[config.mk]
export PLATFORM = sky130hd
export DESIGN_NAME = dist_stage_pipeline
export DESIGN_NICKNAME = d
export VERILOG_FILES = /design/src/rtl/dist_pkg.sv /design/src/rtl/dist_regfile.sv /design/src/rtl/dist_stage_pipeline.sv
export SDC_FILE = /design/constraint.sdc
export NUM_CORES = 2
export LEC_CHECK = 0
export ABC_CLOCK_PERIOD_IN_PS = 5500
export CELL_PAD_IN_SITES_DETAIL_PLACEMENT = 1
export CELL_PAD_IN_SITES_GLOBAL_PLACEMENT = 2
export CORE_ASPECT_RATIO = 1.75
export CORE_MARGIN = 2
export CORE_UTILIZATION = 50
export DETAILED_ROUTE_END_ITERATION = 10
export PLACE_DENSITY = 0.95
export SLEW_MARGIN = 20
export SYNTH_ARGS = -nofsm -noshare
export SYNTH_HDL_FRONTEND = slang
export SYNTH_SLANG_ARGS = --single-unit
[constraint.sdc]
create_clock -name clk -period 5.5 [get_ports clk]
set_clock_uncertainty 0.2 [all_clocks]
set_input_delay 0.825 -clock clk [delete_from_list [all_inputs] [get_ports clk]]
set_output_delay 0.825 -clock clk [all_outputs]
set_load 0.05 [all_outputs]
[src/rtl/dist_pkg.sv]
// Shared widths and the stage record carried through EX, MEM and WB
// of the distribution write-back pipeline.
package dist_pkg;

   localparam int unsigned DIST_WIDTH = 32;
   localparam int unsigned ADDR_WIDTH = 5;

   typedef struct packed {
      logic                  dregWrite;
      logic [ADDR_WIDTH-1:0] destAddr;
      logic [DIST_WIDTH-1:0] data;
   } distStage_t;

   localparam distStage_t DIST_BUBBLE = '0;

endpackage

[src/rtl/dist_regfile.sv]
// Distribution register file: one write port, one combinational read port,
// r0 reads as zero, asynchronous active-low clear of every entry.
module dist_regfile #(
   parameter int unsigned DIST_WIDTH = dist_pkg::DIST_WIDTH,
   parameter int unsigned ADDR_WIDTH = dist_pkg::ADDR_WIDTH,
   parameter int unsigned NUM_REGS   = 32
) (
   input  logic                  clk,
   input  logic                  rst_n,
   input  logic                  wrEn,
   input  logic [ADDR_WIDTH-1:0] wrAddr,
   input  logic [DIST_WIDTH-1:0] wrData,
   input  logic [ADDR_WIDTH-1:0] rdAddr,
   output logic [DIST_WIDTH-1:0] rdData
);

   logic [DIST_WIDTH-1:0] regs [NUM_REGS];

   always_ff @(posedge clk or negedge rst_n) begin
      if (!rst_n) begin
         for (int i = 0; i < NUM_REGS; i++) begin
            regs[i] <= '0;
         end
      end else if (wrEn) begin
         regs[wrAddr] <= wrData;
      end
   end

   assign rdData = (rdAddr == '0) ? '0 : regs[rdAddr];

endmodule

[src/rtl/dist_stage_pipeline.sv]
// EX/MEM/WB stage registers for distribution write-back, the ID operand
// forwarding mux and the distribution register file.
module dist_stage_pipeline #(
   parameter int unsigned DIST_WIDTH = dist_pkg::DIST_WIDTH,
   parameter int unsigned ADDR_WIDTH = dist_pkg::ADDR_WIDTH,
   parameter int unsigned NUM_REGS   = 32
) (
   input  logic                  clk,
   input  logic                  rst_n,
   input  logic                  stall,
   input  logic                  flush_ex,
   input  logic                  id_dreg_write,
   input  logic [ADDR_WIDTH-1:0] id_dest_addr,
   input  logic [ADDR_WIDTH-1:0] id_source_addr,
   input  logic [DIST_WIDTH-1:0] ex_result,
   input  logic                  ex_dfwd_sel,
   input  logic                  mem_dfwd_sel,
   output logic                  ex_dreg_write,
   output logic [ADDR_WIDTH-1:0] ex_dest_addr,
   output logic                  mem_dreg_write,
   output logic [ADDR_WIDTH-1:0] mem_dest_addr,
   output logic [DIST_WIDTH-1:0] ex_source_data,
   output logic                  wb_dreg_write
);

   import dist_pkg::*;

   // The stage record is sized by the package, so the parameters must agree with it.
   if (DIST_WIDTH != dist_pkg::DIST_WIDTH || ADDR_WIDTH != dist_pkg::ADDR_WIDTH ||
       NUM_REGS != (2 ** ADDR_WIDTH)) begin : gBadParams
      $error("dist_stage_pipeline: parameters inconsistent with dist_pkg");
   end

   distStage_t exQ, memQ, wbQ;
   logic [DIST_WIDTH-1:0] rfRdData;
   logic [DIST_WIDTH-1:0] idOperand;

   dist_regfile #(
      .DIST_WIDTH (DIST_WIDTH),
      .ADDR_WIDTH (ADDR_WIDTH),
      .NUM_REGS   (NUM_REGS)
   ) uRegfile (
      .clk    (clk),
      .rst_n  (rst_n),
      .wrEn   (wbQ.dregWrite & ~stall),
      .wrAddr (wbQ.destAddr),
      .wrData (wbQ.data),
      .rdAddr (id_source_addr),
      .rdData (rfRdData)
   );

   // Youngest producer wins; WB write-through covers the commit cycle.
   always_comb begin
      idOperand = rfRdData;
      if (ex_dfwd_sel) begin
         idOperand = ex_result;
      end else if (mem_dfwd_sel) begin
         idOperand = memQ.data;
      end else if (wbQ.dregWrite && (wbQ.destAddr == id_source_addr)) begin
         idOperand = wbQ.data;
      end
   end

   always_ff @(posedge clk or negedge rst_n) begin
      if (!rst_n) begin
         exQ  <= DIST_BUBBLE;
         memQ <= DIST_BUBBLE;
         wbQ  <= DIST_BUBBLE;
      end else begin
         // Flush overrides stall for EX only.
         if (flush_ex) begin
            exQ <= DIST_BUBBLE;
         end else if (!stall) begin
            exQ.dregWrite <= id_dreg_write && (id_dest_addr != '0);
            exQ.destAddr  <= id_dest_addr;
            exQ.data      <= idOperand;
         end
         if (!stall) begin
            memQ.dregWrite <= exQ.dregWrite;
            memQ.destAddr  <= exQ.destAddr;
            memQ.data      <= ex_result;
            wbQ            <= memQ;
         end
      end
   end

   assign ex_dreg_write  = exQ.dregWrite;
   assign ex_dest_addr   = exQ.destAddr;
   assign ex_source_data = exQ.data;
   assign mem_dreg_write = memQ.dregWrite;
   assign mem_dest_addr  = memQ.destAddr;
   assign wb_dreg_write  = wbQ.dregWrite;

endmodule

==> metrics.yaml <==
status: "finished clean"
syn_area_um2: 51500
syn_area_per_cell_um2: 15.2
layout_setup_ws_ns: 1.93
cp-end-kind: "flip-flop"
cts_htree_levels: 3
cp.arrival_ns: 3.99
grt_pass1_vias: 36157
dp.cells: 4588
crit_path_end: "ex_source_data[19]$_DFFE_PN0P_"
hp-class: "input port to asynchronous set/reset pin"
cts_setup_buffers: 0
gp_congestion: 0.813
cts_buffers: 100
netlist_instances: 3396
final_cell_mix: "mux2_2, dfrtp_1, mux4_2, clkbuf_16, buf_4"
first_pass_iters: 5
worstRegToRegCells: 4
die_h_um: 429
antenna_found_initial: 3
multi_input_area_um2: 21600
vdd_drop_max_mv: 0.243
cp_max_fo: 25
ant_nets: 0
fmax_mhz: 280
grt_max_degree: 128
dpl.hpwl_mm: 99.5
startpoint: "id_source_addr[3]"
ys_types: 58
timing.setup.tns_ns: 0
period_needed_ns: 3.57
synth-seq-cells: 1138
nets: 3406
drt_wl_total_mm: 163
critPathKind: "input port to flip-flop"
vias: 31749
core_um2: 102000
r2r-start: "wbQ[35]$_DFFE_PN0N_"
dieArea_um2: 106000
power_mw: 19.1
worstSetupStartpointType: "input port"
reg2reg_slack_ns: 2.08
fin_cells: 4763
path_clk_slew_ns: 0.07
clock-sinks: 1138
hold_viol_final: 0
ctsHoldBuffers: 0
cts_tree: "done"
wl_per_cell_um: 34.2
synth_warnings: 0
setup_viol: 0
max_slew_margin_pct: 22.6
rows: 155
power_density_nw_per_um2: 335
initial_core_util_pct: 50.5
grt-ovfl-total: 0
cts-root-buf: "clkbuf_16"
drv_slew: 0
die_w_um: 247
crit_required_ns: 5.91
mostFrequentLayoutCell: "mux2_2"
leakage_nw: 26.9
ioPinCount: 94
clockBufferDepth: 3
track_usage_pct: 31.4
dp_slack_ns: 1.35
fillers: 9382
port_buffers: 93
yosysSeqAreaShare_pct: 55.3
rsz0062_at_grt: "false"
r2r_end: "uRegfile.regs[661]$_DFFE_PN0P_"
grt_pass1_wl_mm: 242
synthesis.nets: 3445
min_period_over_period_pct: 65.0
drc: 0
drt_iter0_drc: 2605
via_per_inst: 6.67
layout-drive-gt1-share_pct: 49.2
drv_cap: 0
cts_resized: 0
area_delta_synth_final_pct: 10.6
clk_latency_ns: 0.70
regArea_um2: 28500
tightest_slew_ns: 1.16
[how the worst min path moves through the flow]
stage,from,endpoint,slack (ns),cells after the start
final,rst_n,uRegfile.regs[887]$_DFFE_PN0P_,0.02,1
after global routing,rst_n,uRegfile.regs[887]$_DFFE_PN0P_,0.07,1
after CTS,rst_n,uRegfile.regs[955]$_DFFE_PN0P_,0.06,1
after detailed placement,uRegfile.regs[637]$_DFFE_PN0P_,uRegfile.regs[637]$_DFFE_PN0P_,0.28,1
after global placement,uRegfile.regs[638]$_DFFE_PN0P_,uRegfile.regs[638]$_DFFE_PN0P_,0.26,1
after floorplan,uRegfile.regs[635]$_DFFE_PN0P_,uRegfile.regs[635]$_DFFE_PN0P_,0.25,1
[routing by layer]
layer | GRT usage, % | vias to the layer above | wire [um]
li1 | - | 12545 | -
met1 | 35.8 | 17212 | 57400
met2 | 52.5 | 1329 | 82100
met3 | 4.95 | 663 | 8640
met4 | 24.3 | 0 | 14600
met5 | 0 | - | 0
[stage by stage]
step	hold WS [ns]	utilization, %	instance area, um2
finish	0.0215	55.9	57000
global route	0.0688	55.9	57000
CTS	0.0587	55.9	57000
detailed placement	0.277	52.6	53700
global placement	0.262	52.6	53700
floorplan	0.252	-	51500
[worst max-delay path: stages]
cell and delay (ns):
clkdlybuf4s50_1 0.55, buf_4 0.35, nor2b_4 0.91, buf_4 0.47
a22o_1 0.19, a211oi_1 0.06, or3b_1 0.44, o221ai_1 0.18
[cell families (layout without fill, tap and decap cells)]
group | count (synthesis) | count (layout) | synth area share [%]
compound gates | 285 | 285 | 4.09
xor+xnor | 5 | 5 | 0.0850
buf+inv | 341 | 373 | 3.24
flops | 1138 | 1138 | 55.3
mux | 1415 | 1415 | 35.2
other cells | 0 | 1 | 0
simple gates | 212 | 212 | 2.12
[cell type report]
cell class,count,share of cell area [%]
well taps,1334,2.93
flip-flops and latches,1138,50.0
inverters,3,0.0198
clock buffers,146,5.21
repair buffers,197,3.41
diodes,1,0.00439
clock inverters,27,0.549
multi-input cells,1917,37.9
[Yosys cell counts (all sizes together)]
library cell / count / area [um2]
nor3: 11 / 60.1
o221ai: 13 / 114
a221oi: 20 / 188
or3: 5 / 31.3
a211o: 6 / 52.6
nand3: 29 / 145
o22ai: 5 / 31.3
and3: 1 / 6.26
inv: 3 / 11.3
a22o: 19 / 166
nand4: 25 / 156
a211oi: 6 / 45.0
nand4b: 2 / 17.5
or3b: 6 / 52.6
or2: 1 / 6.26
nand2: 66 / 248
nor4: 3 / 33.8
nor2b: 8 / 50.1
nor3b: 5 / 42.5
a21boi: 1 / 7.51
dfrtp: 1138 / 28500
or4: 1 / 7.51
mux2i: 73 / 731
o21ai: 47 / 235
o211ai: 2 / 15.0
nand3b: 4 / 30.0
a22oi: 79 / 593
nor2: 36 / 148
mux4: 205 / 4620
and2: 6 / 37.5
a31o: 19 / 166
o2111ai: 3 / 26.3
o32ai: 1 / 8.76
nand2b: 3 / 18.8
a21oi: 7 / 38.8
xnor2: 1 / 8.76
a31oi: 32 / 200
clkbuf: 154 / 578
a2111oi: 1 / 8.76
mux2: 1137 / 12800
o311ai: 3 / 26.3
xor2: 4 / 35.0
o22a: 21 / 184
buf: 184 / 1080
[where the power goes]
group / internal [mW] / leakage, nW / switching (mW) / total (mW)
Clock: 4.01 / 1.61 / 3.18 / 7.19
Combinational: 1.03 / 9.76 / 1.01 / 2.04
Sequential: 9.06 / 15.6 / 0.788 / 9.85
Total: 14.1 / 26.9 / 4.97 / 19.1
[state kept, by name, indices dropped and copies added (netlist names)]
| register | cells |
|---|---|
| ex_dreg_write | 1 |
| uRegfile.regs | 1024 |
| mem_dest_addr | 5 |
| wb_dreg_write | 1 |
| ex_dest_addr | 5 |
| ex_source_data | 32 |
| wbQ | 37 |
| memQ | 32 |
| mem_dreg_write | 1 |
Note: power is estimated with default switching activity, not from simulation.
